File: config.mk
export PLATFORM = sky130hd
export DESIGN_NAME = mc_ctrl_fsm
export DESIGN_NICKNAME = d
export VERILOG_FILES = /design/src/rtl/core_ctrl_pkg.sv /design/src/rtl/mc_ctrl_outdec.sv /design/src/rtl/mc_ctrl_fsm.sv
export SDC_FILE = /design/constraint.sdc
export NUM_CORES = 1
export LEC_CHECK = 0
export ABC_AREA = 1
export CORE_MARGIN = 4
export CORE_UTILIZATION = 46
export DETAILED_ROUTE_END_ITERATION = 8
export GPL_ROUTABILITY_DRIVEN = 0
export PLACE_DENSITY = 0.92
export SLEW_MARGIN = 0
export SYNTH_ARGS = -nofsm -noshare
export SYNTH_HDL_FRONTEND = slang
export SYNTH_HIERARCHICAL = 1
export SYNTH_SLANG_ARGS = --single-unit
File: constraint.sdc
create_clock -name clk -period 3.79 [get_ports clk]
set_input_delay 0.758 -clock clk [delete_from_list [all_inputs] [get_ports clk]]
set_output_delay 0.758 -clock clk [all_outputs]
set_load 0.005 [all_outputs]
File: src/rtl/core_ctrl_pkg.sv
// Shared encodings for the multicycle RISC-V control path: FSM states,
// opcodes, datapath select encodings and the decoder output bundle.
package core_ctrl_pkg;

    localparam logic [6:0] OP_LOAD   = 7'b0000011;
    localparam logic [6:0] OP_STORE  = 7'b0100011;
    localparam logic [6:0] OP_R      = 7'b0110011;
    localparam logic [6:0] OP_I      = 7'b0010011;
    localparam logic [6:0] OP_LUI    = 7'b0110111;
    localparam logic [6:0] OP_AUIPC  = 7'b0010111;
    localparam logic [6:0] OP_JAL    = 7'b1101111;
    localparam logic [6:0] OP_JALR   = 7'b1100111;
    localparam logic [6:0] OP_BRANCH = 7'b1100011;

    typedef enum logic [3:0] {
        StFetch,
        StDecode,
        StMemAdr,
        StMemRead,
        StMemWb,
        StMemWrite,
        StExecR,
        StExecI,
        StExecU,
        StAluWb,
        StJalr,
        StJal,
        StBranch,
        StTrap
    } state_e;

    typedef enum logic [1:0] {
        AluOpAdd   = 2'b00,
        AluOpSub   = 2'b01,
        AluOpFunct = 2'b10,
        AluOpUType = 2'b11
    } alu_op_e;

    typedef enum logic [2:0] {
        ImmI = 3'b000,
        ImmS = 3'b001,
        ImmB = 3'b010,
        ImmJ = 3'b011,
        ImmU = 3'b100
    } imm_src_e;

    typedef enum logic [1:0] {
        SrcAPc    = 2'b00,
        SrcAOldPc = 2'b01,
        SrcARs1   = 2'b10
    } src_a_e;

    typedef enum logic [1:0] {
        SrcBRegB = 2'b00,
        SrcBImm  = 2'b01,
        SrcBFour = 2'b10
    } src_b_e;

    typedef enum logic [1:0] {
        ResAluOut    = 2'b00,
        ResData      = 2'b01,
        ResAluResult = 2'b10
    } result_src_e;

    typedef struct packed {
        logic        mem_req;
        logic        mem_write;
        logic        ir_write;
        logic        pc_update;
        logic        branch;
        logic        reg_write;
        logic        adr_src;
        src_a_e      alu_src_a;
        src_b_e      alu_src_b;
        result_src_e result_src;
        imm_src_e    imm_src;
        alu_op_e     alu_op;
        logic [2:0]  alu_funct3;
        logic        instr_done;
        logic        trap;
    } ctrl_out_t;

    // Immediate format implied by the opcode; formats without an immediate fall back to I.
    function automatic imm_src_e imm_src_for(input logic [6:0] op);
        unique case (op)
            OP_STORE:        return ImmS;
            OP_BRANCH:       return ImmB;
            OP_JAL:          return ImmJ;
            OP_LUI, OP_AUIPC: return ImmU;
            default:         return ImmI;
        endcase
    endfunction

    // Dispatch target out of DECODE; any unknown opcode parks in TRAP.
    function automatic state_e decode_next(input logic [6:0] op);
        unique case (op)
            OP_LOAD, OP_STORE: return StMemAdr;
            OP_R:              return StExecR;
            OP_I:              return StExecI;
            OP_LUI, OP_AUIPC:  return StExecU;
            OP_JAL:            return StJal;
            OP_JALR:           return StJalr;
            OP_BRANCH:         return StBranch;
            default:           return StTrap;
        endcase
    endfunction

endpackage

File: src/rtl/mc_ctrl_outdec.sv
// Combinational output decode for the multicycle control FSM: maps the
// current state (plus op/funct3 and mem_ready where needed) to datapath controls.
module mc_ctrl_outdec
    import core_ctrl_pkg::*;
#(
    parameter int unsigned OPW = 7
) (
    input  state_e         state_i,
    input  logic [OPW-1:0] op_i,
    input  logic [2:0]     funct3_i,
    input  logic           mem_ready_i,
    output ctrl_out_t      ctrl_o
);

    // Per-state control decode; everything not set below stays at its default.
    always_comb begin
        ctrl_o            = '0;
        ctrl_o.alu_funct3 = funct3_i;
        case (state_i)
            StFetch: begin
                ctrl_o.mem_req    = 1'b1;
                ctrl_o.alu_src_a  = SrcAPc;
                ctrl_o.alu_src_b  = SrcBFour;
                ctrl_o.result_src = ResAluResult;
                // IR/PC load only on the cycle the fetch completes.
                ctrl_o.ir_write   = mem_ready_i;
                ctrl_o.pc_update  = mem_ready_i;
            end
            StDecode: begin
                ctrl_o.alu_src_a = SrcAOldPc;
                ctrl_o.alu_src_b = SrcBImm;
                ctrl_o.imm_src   = imm_src_for(op_i);
            end
            StMemAdr: begin
                ctrl_o.alu_src_a = SrcARs1;
                ctrl_o.alu_src_b = SrcBImm;
                // Stores need the split S immediate to form the address.
                ctrl_o.imm_src   = op_i[5] ? ImmS : ImmI;
            end
            StMemRead: begin
                ctrl_o.mem_req    = 1'b1;
                ctrl_o.adr_src    = 1'b1;
                ctrl_o.result_src = ResAluOut;
            end
            StMemWb: begin
                ctrl_o.result_src = ResData;
                ctrl_o.reg_write  = 1'b1;
                ctrl_o.instr_done = 1'b1;
            end
            StMemWrite: begin
                ctrl_o.mem_req    = 1'b1;
                ctrl_o.mem_write  = 1'b1;
                ctrl_o.adr_src    = 1'b1;
                ctrl_o.instr_done = mem_ready_i;
            end
            StExecR: begin
                ctrl_o.alu_src_a = SrcARs1;
                ctrl_o.alu_src_b = SrcBRegB;
                ctrl_o.alu_op    = AluOpFunct;
            end
            StExecI: begin
                ctrl_o.alu_src_a = SrcARs1;
                ctrl_o.alu_src_b = SrcBImm;
                ctrl_o.alu_op    = AluOpFunct;
            end
            StExecU: begin
                ctrl_o.alu_src_a  = SrcAOldPc;
                ctrl_o.alu_src_b  = SrcBImm;
                ctrl_o.alu_op     = AluOpUType;
                ctrl_o.imm_src    = ImmU;
                // op[5] distinguishes LUI (1) from AUIPC (0) for the ALU decoder.
                ctrl_o.alu_funct3 = {2'b00, op_i[5]};
            end
            StAluWb: begin
                ctrl_o.result_src = ResAluOut;
                ctrl_o.reg_write  = 1'b1;
                ctrl_o.instr_done = 1'b1;
            end
            StJalr: begin
                ctrl_o.alu_src_a = SrcARs1;
                ctrl_o.alu_src_b = SrcBImm;
                ctrl_o.imm_src   = ImmI;
            end
            StJal: begin
                // Target already sits in ALUOut; ALU computes OldPC+4 for the link.
                ctrl_o.alu_src_a  = SrcAOldPc;
                ctrl_o.alu_src_b  = SrcBFour;
                ctrl_o.result_src = ResAluOut;
                ctrl_o.pc_update  = 1'b1;
            end
            StBranch: begin
                ctrl_o.alu_src_a  = SrcARs1;
                ctrl_o.alu_src_b  = SrcBRegB;
                ctrl_o.alu_op     = AluOpSub;
                ctrl_o.result_src = ResAluOut;
                ctrl_o.branch     = 1'b1;
                ctrl_o.instr_done = 1'b1;
            end
            StTrap: begin
                ctrl_o.trap = 1'b1;
            end
            default: begin
            end
        endcase
    end

endmodule

File: src/rtl/mc_ctrl_fsm.sv
// Multicycle control FSM: state register and next-state logic. Output decode
// lives in mc_ctrl_outdec; strobes are forced low while reset is asserted.
module mc_ctrl_fsm
    import core_ctrl_pkg::*;
#(
    parameter int unsigned RESET_STATE_FETCH = 1,
    parameter int unsigned OPW               = 7
) (
    input  logic           clk,
    input  logic           rst_n,
    input  logic [OPW-1:0] op_i,
    input  logic [2:0]     funct3_i,
    input  logic           mem_ready_i,
    output logic           mem_req_o,
    output logic           mem_write_o,
    output logic           ir_write_o,
    output logic           pc_update_o,
    output logic           branch_o,
    output logic           reg_write_o,
    output logic           adr_src_o,
    output logic [1:0]     alu_src_a_o,
    output logic [1:0]     alu_src_b_o,
    output logic [1:0]     result_src_o,
    output logic [2:0]     imm_src_o,
    output logic [1:0]     alu_op_o,
    output logic [2:0]     alu_funct3_o,
    output logic           instr_done_o,
    output logic           trap_o
);

    // Reserved parameter: the FSM resets to FETCH whatever the value.
    localparam state_e ResetState = (RESET_STATE_FETCH != 0) ? StFetch : StFetch;

    state_e    state_q, state_d;
    ctrl_out_t ctrl;

    // Next-state: memory states hold until mem_ready; TRAP is absorbing.
    always_comb begin
        state_d = state_q;
        case (state_q)
            StFetch:    if (mem_ready_i) state_d = StDecode;
            StDecode:   state_d = decode_next(op_i);
            StMemAdr:   state_d = op_i[5] ? StMemWrite : StMemRead;
            StMemRead:  if (mem_ready_i) state_d = StMemWb;
            StMemWb:    state_d = StFetch;
            StMemWrite: if (mem_ready_i) state_d = StFetch;
            StExecR:    state_d = StAluWb;
            StExecI:    state_d = StAluWb;
            StExecU:    state_d = StAluWb;
            StAluWb:    state_d = StFetch;
            StJalr:     state_d = StJal;
            StJal:      state_d = StAluWb;
            StBranch:   state_d = StFetch;
            StTrap:     state_d = StTrap;
            default:    state_d = StFetch;
        endcase
    end

    // State register with asynchronous reset to FETCH.
    always_ff @(posedge clk or negedge rst_n) begin
        if (!rst_n) begin
            state_q <= ResetState;
        end else begin
            state_q <= state_d;
        end
    end

    mc_ctrl_outdec #(
        .OPW (OPW)
    ) u_outdec (
        .state_i     (state_q),
        .op_i        (op_i),
        .funct3_i    (funct3_i),
        .mem_ready_i (mem_ready_i),
        .ctrl_o      (ctrl)
    );

    // Strobes are gated by rst_n so an abort drops them without waiting for a clock.
    assign mem_req_o    = ctrl.mem_req    & rst_n;
    assign mem_write_o  = ctrl.mem_write  & rst_n;
    assign ir_write_o   = ctrl.ir_write   & rst_n;
    assign pc_update_o  = ctrl.pc_update  & rst_n;
    assign branch_o     = ctrl.branch     & rst_n;
    assign reg_write_o  = ctrl.reg_write  & rst_n;
    assign instr_done_o = ctrl.instr_done & rst_n;
    assign trap_o       = ctrl.trap       & rst_n;

    assign adr_src_o    = ctrl.adr_src;
    assign alu_src_a_o  = ctrl.alu_src_a;
    assign alu_src_b_o  = ctrl.alu_src_b;
    assign result_src_o = ctrl.result_src;
    assign imm_src_o    = ctrl.imm_src;
    assign alu_op_o     = ctrl.alu_op;
    assign alu_funct3_o = ctrl.alu_funct3;

endmodule

==> summary.txt, run 1 <==
Clock network
  – Clock root buffer master: clkbuf_4
  – Hold-fix buffers at CTS: 0
  – Longest Clk Path Bufs: 2
  – CTS tree: yes
  – Clk pin slew, worst setup/hold paths: 0.03 ns
  – CTS H-tree lvls: 1
  – Clk_lat worst skew: 0.23 ns
  – Number of buffers added by the clock tree synthesis step: 3
  – Post-CTS repair timing setup buffer count: 0
  – Post-cts resize count: 0
  – Clock Sinks: 4

Global route
  – Maximum number of pins on one net before global-route repair: 13
  – Total track usage: 18.69%
  – Antenna violations before repair: 0
  – Via count of the first global-routing pass: 977
  – First-pass GRT wire length: 3.864 mm
  – Final global-route overflow total: 0

Timing
  – Max-slew violation count: 0
  – Time the worst path needs with I/O delays and setup: 3.140 ns
  – Worst Max-Slew Pin Slew: 0.4218 ns
  – Number of hold-slack violations in the final timing report: 0
  – Final setup violating endpoints: 0
  – Headroom to the max-slew limit: 71.79%
  – Ratio of final minimum period to clock period: 82.85%
  – Sum of negative setup slack: 0 ns
  – Clock tree skew after final layout: 0.004500 ns
  – Unrepaired setup endpoints after global routing: false
  – Upper clock frequency limit: 0.3185 GHz

Worst hold path
  – Worst min-delay path endpoint: state_q[2]
  – Hold wc startpoint: state_q[2]
  – Type of the tightest min-delay check: reg2reg
  – Instance count along the most critical hold path: 2

Power
  – Leakage component of the power: 0.7182 nW
  – Switching share of power: 48.84%
  – Combinational share of power: 77.5%
  – Total power draw: 0.0006885 W
  – Relative contribution of sequential cells to total power: 15.1%
  – Switching pwr: 0.0003363 W
  – Internal power contribution: 0.0003522 W
  – Worst IR Drop VDD: 0.0003546 V
  – Clock network fraction of total power: 7.4%
  – Power per standard cell area: 549.7 nW/um2

Yosys
  – Post-synthesis async set-or-reset flop share: 100.0%
  – Distinct cells, synth: 23
  – Count of flip-flops with a built-in enable after synthesis: 0
  – Proportion of synthesized chip area in sequential cells: 11.75%
  – Syn Inst Count: 175
  – Synth top area share: 30.84%
  – Leading cell types by total area after synthesis: nand2_1 (31%), inv_1 (15%), dfrtp_1 (12%)
  – Synthesized area: 852.1 um2
  – Post-Syn Area per Cell: 4.869 um2
  – Dominant cell by count in the synthesized netlist: nand2_1
  – Register bit count reported by yosys: 4
  – Synthesis Warnings: 6
  – Mapped Nets: 188
  – Flip-flop cell with the highest count after synthesis: dfrtp_1
  – Most instantiated cells after synthesis: nand2_1 (70), inv_1 (34), nor2_1 (22), inv_2 (10), nor2_2 (6)
  – Synth area leader: nand2_1

Worst setup path
  – Sort of element at the start of the critical path: input pin
  – Crit path kind: in2out
  – Worst Path Required: 3.03 ns
  – Reg2reg end: state_q[0]
  – Startpoint of the worst-slack reg-to-reg timing path: state_q[2]
  – Crit path arrival time: 2.38 ns
  – Origin of the worst setup path: op_i[5]
  – Worst setup slack for register-to-register paths: 2.24 ns
  – Critical Path Fanout Max: 7
  – Endpoint kind of the worst setup timing path: output pin
  – Worst reg2reg path depth: 8

Floorplan
  – I/O pin total: 36
  – Chip width: 51.04 um
  – Die Area: 2605 um2
  – Starting density of the core: 48.82%
  – Number of cell rows: 15
  – Die extent in y: 51.04 um
  – Standard cell core area: 1745 um2

Finish
  – Fraction of layout cells with a size suffix above 1: 12.26%
  – Storage element area: 100.1 um2
  – NumNets Final: 227
  – Area growth syn-to-layout: 46.99%
  – Leading registers by flop count: state_q (4)
  – Count of fill cells added during filler insertion: 164
  – Area occupied by multi-input gates: 579.3 um2
  – Number of flip-flops under the largest register name: 4
  – Most flop-heavy register: state_q
  – Number of inserted diodes: 0

Routing
  – Routed wirelength normalized by instance count: 9.591 um
  – DRC violation count after routing: 0
  – Post-detailed-route via-to-cell ratio: 4.591
  – Final wirelength: 2.273 mm
  – DRC violation total after the first TritonRoute iteration: 24
  – Remaining number of nets flagged by the antenna check after routing: 0
  – Number of iterations in the first detailed-routing pass: 6
  – Vias post-DR: 1,088

Status
  – Result of the run: completed

Placed design
  – Post-DP HPWL: 1.929 mm
  – Number of port buffers: 35

Job
  – MaxCap Viol Count: 0
metrics by stage:
| stage | hold slack [ns] | cell area, um2 | setup slack (ns) | std cells | utilization, % |
|---|---|---|---|---|---|
| floorplan | 0.4624 | 852.1 | 1.815 | 175 | - |
| global placement | 0.7188 | 1230 | 0.7171 | 234 | 70.47 |
| detailed placement | 0.7302 | 1230 | 0.6601 | 234 | 70.47 |
| CTS | 0.7407 | 1252 | 0.6620 | 237 | 71.76 |
| global route | 0.7781 | 1252 | 0.5387 | 237 | 71.76 |
| finish | 0.7380 | 1252 | 0.6501 | 237 | 71.76 |
metal layers:
| metal | global-route usage, % | share of wire, % | up-vias |
|---|---|---|---|
| met2 | 36.70 | 51 | 27 |
| met4 | 7.175 | 1.5 | 0 |
| met3 | 2.332 | 4.8 | 4 |
| met5 | 0 | 0 | - |
| met1 | 19.68 | 43 | 465 |
| li1 | - | - | 592 |
power groups by stage:
| stage | clock network, W | registers [W] | logic (W) |
|---|---|---|---|
| final | 0.0000510 | 0.000104 | 0.000533 |
| after global routing | 0.0000578 | 0.000109 | 0.000605 |
| after CTS | 0.0000540 | 0.000103 | 0.000540 |
| after detailed placement | 0 | 0.000104 | 0.000538 |
| after global placement | 0 | 0.000102 | 0.000520 |
| after floorplan | 0 | 0.0000935 | 0.000316 |
cells in the final DEF, fill, tap and decap left out, types with 3 or more instances in the layout:
master,n
clkbuf_4,3
clkdlybuf4s50_1,35
dfrtp_1,4
inv_1,34
inv_2,10
nand2_1,70
nand3_1,5
nor2_1,22
nor2_2,6
nor3_1,4
o21ai_0,3
cell type report:
cell class | instances | area share, %
repair buffers | 35 | 27.97
well taps | 25 | 2.498
multi-input cells | 125 | 46.25
flip-flops and latches | 4 | 7.992
inverters | 45 | 13.49
clock buffers | 3 | 1.798
logic make-up after synthesis:
kind of cell / share of synthesized area, %
buf+inv: 20.26
compound gates: 9.252
simple gates: 58.74
flops: 11.75
critical path, stage by stage:
cell and delay, ns:
clkdlybuf4s50_1 0.59, nand2_1 0.12, nor2_1 0.14, nand2_1 0.10, nand2_1 0.07, nand2_1 0.05
nand2_1 0.06, clkdlybuf4s50_1 0.49
worst max path at each step:
stage	endpoint	slack (ns)	cells past startpoint
global route	imm_src_o[0]	0.54	8
finish	imm_src_o[0]	0.65	8
CTS	imm_src_o[0]	0.66	8
floorplan	imm_src_o[0]	1.81	7
global placement	imm_src_o[0]	0.72	8
detailed placement	imm_src_o[0]	0.66	8
(Power assumes the default switching activity.)
==> run 2: changes to the inputs <==
CORE_UTILIZATION = 42   (was 46)
PLACE_DENSITY = 0.85   (was 0.92)
clock period = 3 ns   (was 3.79 ns; I/O delays follow)
==> run 2 against run 1 <==
  * Register-to-register slack worse by 0.73 ns
  * First-iteration DRC count down 25%
  * Die area up 8.0%
  * Global-route usage down 0.43 points
  * Final area up 0.80%
  * Sequential share of layout area down 0.063 points
  * Critical path type unchanged
  * Critical endpoint unchanged
==> summary.txt, run 2 (synthesis results as in run 1) <==
Worst setup path
  – Crit path arrival time: 2.16 ns (-0.22 ns)
  – Endpoint kind of the worst setup timing path: output pin
  – Crit-path most repeated cell: nand2_1
  – Number of buffer and inverter stages on the critical path: 3 (+1)
  – Cell class contributing the biggest share of worst-path delay: buffers and inverters
  – Cells along the critical path: clkdlybuf4s50_1, inv_1, nor2_1, nand2_1, nand2_1, nand2_1, nand2_1, clkdlybuf4s50_1
  – Sort of element at the start of the critical path: input pin
  – Crit path max-delay cell type: clkdlybuf4s50_1
  – Worst Path Required: 2.40 ns (-0.63 ns)
  – Slowest Stage Delay on Critical Path: 0.59 ns (about the same)
  – Crit path kind: in2out
  – Worst setup slack for register-to-register paths: 1.51 ns (-0.73 ns)
  – Critical Path Fanout Max: 6 (-1)

Status
  – Result of the run: completed

Global route
  – First-pass GRT wire length: 3.981 mm (+3.0%)
  – Maximum number of pins on one net before global-route repair: 13 (unchanged)
  – Total track usage: 18.26% (-0.43 points)
  – Final global-route overflow total: 0 (unchanged)
  – Antenna violations before repair: 0 (unchanged)
  – Via count of the first global-routing pass: 981 (+0.41%)

Clock network
  – Clock root buffer master: clkbuf_4
  – Clk_lat worst skew: 0.24 ns (about the same)
  – Clock Sinks: 4 (unchanged)
  – CTS H-tree lvls: 1 (unchanged)
  – Longest Clk Path Bufs: 2 (unchanged)
  – Number of buffers added by the clock tree synthesis step: 3 (unchanged)
  – Hold-fix buffers at CTS: 0 (unchanged)
  – CTS tree: yes
  – Clk pin slew, worst setup/hold paths: 0.04 ns (about the same)
  – Post-cts resize count: 0 (unchanged)
  – Post-CTS repair timing setup buffer count: 0 (unchanged)

Routing
  – Vias post-DR: 1,088 (unchanged)
  – Post-detailed-route via-to-cell ratio: 4.533 (-1.3%)
  – DRC violation count after routing: 0 (unchanged)
  – Remaining number of nets flagged by the antenna check after routing: 0 (unchanged)
  – Number of iterations in the first detailed-routing pass: 4 (-2)
  – Routed wirelength normalized by instance count: 10.01 um (+4.4%)
  – Final wirelength: 2.403 mm (+5.7%)
  – DRC violation total after the first TritonRoute iteration: 18 (-25%)

Timing
  – Max-slew violation count: 0 (unchanged)
  – Unrepaired setup endpoints after global routing: false
  – Ratio of final minimum period to clock period: 92.11%
  – Final setup violating endpoints: 0 (unchanged)
  – Time the worst path needs with I/O delays and setup: 2.763 ns
  – Upper clock frequency limit: 0.3619 GHz
  – Number of hold-slack violations in the final timing report: 0 (unchanged)
  – Sum of negative setup slack: 0 ns (unchanged)
  – Headroom to the max-slew limit: 70.15% (-1.6 points)
  – Clock tree skew after final layout: 0.005194 ns (+0.0006946 ns)
  – Worst Max-Slew Pin Slew: 0.4464 ns (+0.02457 ns)

Finish
  – Area growth syn-to-layout: 48.16%
  – Storage element area: 100.1 um2 (unchanged)
  – Number of flip-flops under the largest register name: 4 (unchanged)
  – Most common cell after layout, fill and taps aside: nand2_1
  – NumNets Final: 228 (+0.44%)
  – Leading registers by flop count: state_q (4)
  – Number of inserted diodes: 0 (unchanged)
  – Most flop-heavy register: state_q
  – Fraction of layout cells with a size suffix above 1: 12.68% (+0.41 points)
  – Commonest cells after routing, fill and taps aside: nand2_1 (70), clkdlybuf4s50_1 (35), inv_1 (34)
  – Post-route standard cell area excluding fillers: 1262 um2 (+0.80%)
  – Area occupied by multi-input gates: 579.3 um2 (unchanged)
  – Count of fill cells added during filler insertion: 201 (+23%)
  – Post-layout utilization of the core: 65.01% (-6.7 points)

Placed design
  – Post-DP HPWL: 2.064 mm (+7.0%)
  – Number of port buffers: 35 (unchanged)
  – Placed standard-cell area: 1240 um2 (+0.81%)

Floorplan
  – Starting density of the core: 43.88% (-4.9 points)
  – Chip width: 53.04 um (+3.9%)
  – Number of cell rows: 16 (+1)
  – Standard cell core area: 1942 um2 (+11%)
  – Die extent in y: 53.04 um (+3.9%)
  – I/O pin total: 36 (unchanged)
  – Die Area: 2813 um2 (+8.0%)

Power
  – Power per standard cell area: 695.9 nW/um2 (+27%)
  – Switching pwr: 0.0004325 W (+29%)
  – Clock network fraction of total power: 7.7% (+0.3 points)
  – Worst IR Drop VDD: 0.0003857 V (+8.8%)
  – Internal power contribution: 0.0004460 W (+27%)
  – Relative contribution of sequential cells to total power: 15.0% (about the same)
  – Combinational share of power: 77.3% (-0.2 points)
  – Switching share of power: 49.23% (+0.39 points)
  – Leakage component of the power: 0.7230 nW (+0.67%)

Worst hold path
  – Type of the tightest min-delay check: in2async

Job
  – MaxCap Viol Count: 0 (unchanged)
-- run 2: cell types whose count changed in the layout (fill, tap and decap cells not counted), sizes merged --
cell  before  now
buf        0    1
-- run 2: final timing paths --
kind / from / endpoint / depth (start not counted)
min in group clk: state_q[2] / state_q[2] / 2
max: op_i[6] / imm_src_o[0] / 8
min: rst_n / state_q[0] / 1
min reg2reg: state_q[2] / state_q[2] / 2
max in group asynchronous: rst_n / state_q[3] / 1
max reg2reg: state_q[2] / state_q[0] / 8
-- run 2: stage by stage --
step	power (W)	hold slack [ns]	cells	setup WS [ns]
CTS	0.0008888	0.6742	240	0.2479
finish	0.0008785	0.6784	240	0.2368
detailed placement	0.0008161	0.7433	237	0.2486
global route	0.0009757	0.6865	240	0.1375
floorplan	0.0005170	0.3044	175	1.296
global placement	0.0007918	0.7263	237	0.2921
-- run 2: cell type report --
class | instances | share of cell area [%]
multi-input cells | 125 | 45.89
repair buffers | 36 | 28.34
inverters | 45 | 13.38
flip-flops and latches | 4 | 7.929
well taps | 27 | 2.676
clock buffers | 3 | 1.784
-- run 2: power groups by stage --
stage	clock (W)	combinational (W)	sequential (W)
after global placement	0	0.000661	0.000131
final	0.0000681	0.000679	0.000132
after global routing	0.0000752	0.000761	0.000139
after detailed placement	0	0.000684	0.000132
after floorplan	0	0.000399	0.000118
after CTS	0.0000712	0.000686	0.000132
-- run 2: worst register-to-register path, delay by kind of cell (launching register included) --
family | cells | cell delay, ns
buffers and inverters | 2 | 0.11
DFF | 1 | 0.52
and+or+nand+nor | 4 | 0.50
AOI/OAI and AO/OA | 2 | 0.26
-- run 2: metal layers --
metal	part of all wire [%]	GRT usage (%)
met1	41	19.90
met2	54	37.60
met3	4.1	0.8451
met4	0.58	3.830
met5	0	0
==> run 3: changes to the inputs <==
ABC_CLOCK_PERIOD_IN_PS = 3000   (was not set)
CORE_UTILIZATION = 44   (was 42)
CTS_BUF_LIST = sky130_fd_sc_hd__clkbuf_4   (was not set)
PLACE_DENSITY = 0.88   (was 0.85)
==> run 3 against run 2 <==
  * Sequential power hardly changed
  * Register-to-register slack worse by 0.12 ns
  * Final area is 0.20% lower
  * Wire length is 3.5% lower
  * Total power hardly changed
  * Clock skew hardly changed
  * Via count is 0.74% higher
  * Fmax is 0.87% higher
  * Clock power is 3.5% lower
  * Worst setup slack better by 0.024 ns
  * Sequential share of layout area hardly changed
  * First-iteration DRC count is 33% lower
  * Largest cell class unchanged
  * Highest routed layer unchanged
==> summary.txt, run 3 (synthesis results as in run 1) <==
Status
  – Result of the run: completed

Power
  – Combinational share of power: 77.3% (about the same)
  – Power per standard cell area: 697.3 nW/um2 (+0.21%)
  – Switching pwr: 0.0004329 W (about the same)
  – Relative contribution of sequential cells to total power: 15.3% (+0.3 points)
  – Worst IR Drop VDD: 0.0005090 V (+32%)
  – Switching share of power: 49.27% (about the same)
  – Clock network fraction of total power: 7.5% (-0.2 points)
  – Internal power contribution: 0.0004457 W (about the same)
  – Leakage component of the power: 0.7230 nW (unchanged)

Timing
  – Upper clock frequency limit: 0.3650 GHz (+0.87%)
  – Ratio of final minimum period to clock period: 91.31% (-0.79 points)
  – Time the worst path needs with I/O delays and setup: 2.739 ns (-0.02374 ns)
  – Clock tree skew after final layout: 0.004917 ns (-0.0002773 ns)
  – Worst Hold Slack: 0.6681 ns (-0.01036 ns)
  – Max-slew violation count: 0 (unchanged)
  – Headroom to the max-slew limit: 70.72% (+0.57 points)
  – Sum of negative setup slack: 0 ns (unchanged)
  – Worst Max-Slew Pin Slew: 0.4358 ns (-0.01057 ns)
  – Number of hold-slack violations in the final timing report: 0 (unchanged)
  – Unrepaired setup endpoints after global routing: false
  – Final setup violating endpoints: 0 (unchanged)

Routing
  – DRC violation total after the first TritonRoute iteration: 12 (-6)
  – Final wirelength: 2.318 mm (-3.5%)
  – Post-detailed-route via-to-cell ratio: 4.605 (+1.6%)
  – Number of iterations in the first detailed-routing pass: 4 (unchanged)
  – Vias post-DR: 1,096 (+0.74%)
  – Remaining number of nets flagged by the antenna check after routing: 0 (unchanged)
  – Routed wirelength normalized by instance count: 9.739 um (-2.7%)
  – DRC violation count after routing: 0 (unchanged)

Global route
  – Maximum number of pins on one net before global-route repair: 13 (unchanged)
  – Total track usage: 19.25% (+0.99 points)
  – First-pass GRT wire length: 4.126 mm (+3.6%)
  – Final global-route overflow total: 0 (unchanged)
  – Via count of the first global-routing pass: 1,033 (+5.3%)
  – Antenna violations before repair: 0 (unchanged)

Finish
  – Fraction of layout cells with a size suffix above 1: 12.68% (unchanged)
  – Most flop-heavy register: state_q
  – Commonest cells after routing, fill and taps aside: nand2_1 (70), clkdlybuf4s50_1 (35), inv_1 (34)
  – Number of flip-flops under the largest register name: 4 (unchanged)
  – Number of inserted diodes: 0 (unchanged)
  – NumNets Final: 228 (unchanged)
  – Most common cell after layout, fill and taps aside: nand2_1
  – Area growth syn-to-layout: 47.87%
  – Leading registers by flop count: state_q (4)
  – Post-route standard cell area excluding fillers: 1260 um2 (-0.20%)

Placed design
  – Post-DP HPWL: 1.941 mm (-5.9%)
  – Number of port buffers: 35 (unchanged)
  – Placed standard-cell area: 1237 um2 (-0.20%)

Worst setup path
  – Worst setup slack for register-to-register paths: 1.39 ns (-0.12 ns)
  – Slowest Stage Delay on Critical Path: 0.49 ns (-0.10 ns)
  – Cells along the critical path: clkdlybuf4s50_1, inv_1, nand2_1, nor2_1, nand2_1, nand2_1, nand2_1, nand2_1, clkdlybuf4s50_1
  – Worst Path Required: 2.40 ns (about the same)
  – Crit path max-delay cell type: clkdlybuf4s50_1
  – Crit path kind: in2out
  – Crit-path most repeated cell: nand2_1
  – Worst reg2reg path depth: 8 (unchanged)
  – Sort of element at the start of the critical path: input pin
  – Endpoint kind of the worst setup timing path: output pin
  – Startpoint of the worst-slack reg-to-reg timing path: state_q[2]
  – Critical Path Fanout Max: 4 (-2)
  – Reg2reg end: state_q[0]
  – Crit path arrival time: 2.14 ns (-0.02 ns)

Floorplan
  – Standard cell core area: 1783 um2 (-8.2%)
  – I/O pin total: 36 (unchanged)
  – Chip width: 52.01 um (-2.0%)
  – Starting density of the core: 47.79% (+3.9 points)
  – Die Area: 2705 um2 (-3.9%)
  – Die extent in y: 52.01 um (-2.0%)
  – Number of cell rows: 15 (-1)

Clock network
  – Number of buffers added by the clock tree synthesis step: 3 (unchanged)
  – CTS tree: yes
  – Longest Clk Path Bufs: 2 (unchanged)
  – Clock Sinks: 4 (unchanged)
  – Clk_lat worst skew: 0.24 ns (about the same)
  – Post-CTS repair timing setup buffer count: 0 (unchanged)
  – CTS H-tree lvls: 1 (unchanged)
  – Clk pin slew, worst setup/hold paths: 0.04 ns (about the same)
  – Post-cts resize count: 0 (unchanged)
  – Clock root buffer master: clkbuf_4
  – Hold-fix buffers at CTS: 0 (unchanged)

Job
  – MaxCap Viol Count: 0 (unchanged)

Worst hold path
  – Type of the tightest min-delay check: in2async
-- run 3: power groups by stage --
| stage | registers [W] | clock network [W] | logic (W) |
|---|---|---|---|
| 6_report | 0.000134 | 0.0000657 | 0.000679 |
| 5_1_grt | 0.000139 | 0.0000725 | 0.000771 |
| 4_1_cts | 0.000133 | 0.0000675 | 0.000686 |
| 3_5_place_dp | 0.000133 | 0 | 0.000682 |
| 3_3_place_gp | 0.000130 | 0 | 0.000659 |
| 2_1_floorplan | 0.000118 | 0 | 0.000399 |
-- run 3: worst max path at each step --
| stage | startpoint | cells past startpoint | slack [ns] | end |
|---|---|---|---|---|
| global placement | op_i[6] | 8 | 0.31 | imm_src_o[0] |
| global route | op_i[6] | 8 | 0.07 | imm_src_o[0] |
| detailed placement | op_i[4] | 9 | 0.26 | imm_src_o[0] |
| CTS | op_i[4] | 9 | 0.26 | imm_src_o[0] |
| finish | op_i[4] | 9 | 0.26 | imm_src_o[0] |
| floorplan | state_q[0] | 7 | 1.30 | instr_done_o |
-- run 3: metrics by stage --
step                utilization (%)  setup WS, ns  cells  total power, W
finish                        70.67        0.2606    238       0.0008786
global route                  70.67       0.07330    238       0.0009828
CTS                           70.67        0.2629    238       0.0008858
detailed placement            69.40        0.2616    235       0.0008153
global placement              69.40        0.3141    235       0.0007888
floorplan                         -         1.296    175       0.0005170
-- run 3: routing by layer --
| layer | vias up | wire (um) | GRT usage, % |
|---|---|---|---|
| li1 | 592 | - | - |
| met1 | 476 | 1043 | 22.59 |
| met2 | 24 | 1134 | 36.19 |
| met3 | 4 | 114 | 2.006 |
| met4 | 0 | 26 | 5.240 |
| met5 | - | 0 | 0 |
-- run 3: critical path: cells and delay by family --
kind | cells | cell delay [ns]
buffers and inverters | 3 | 1.07
AND/OR/NAND/NOR | 6 | 0.46
-- run 3: area by class of cell --
type                    count  area [um2]
clock buffers               3       22.52
inverters                  45       168.9
fillers                   179       523.0
well taps                  25       31.28
multi-input cells         125       579.3
repair buffers             36       357.8
flip-flops and latches      4       100.1
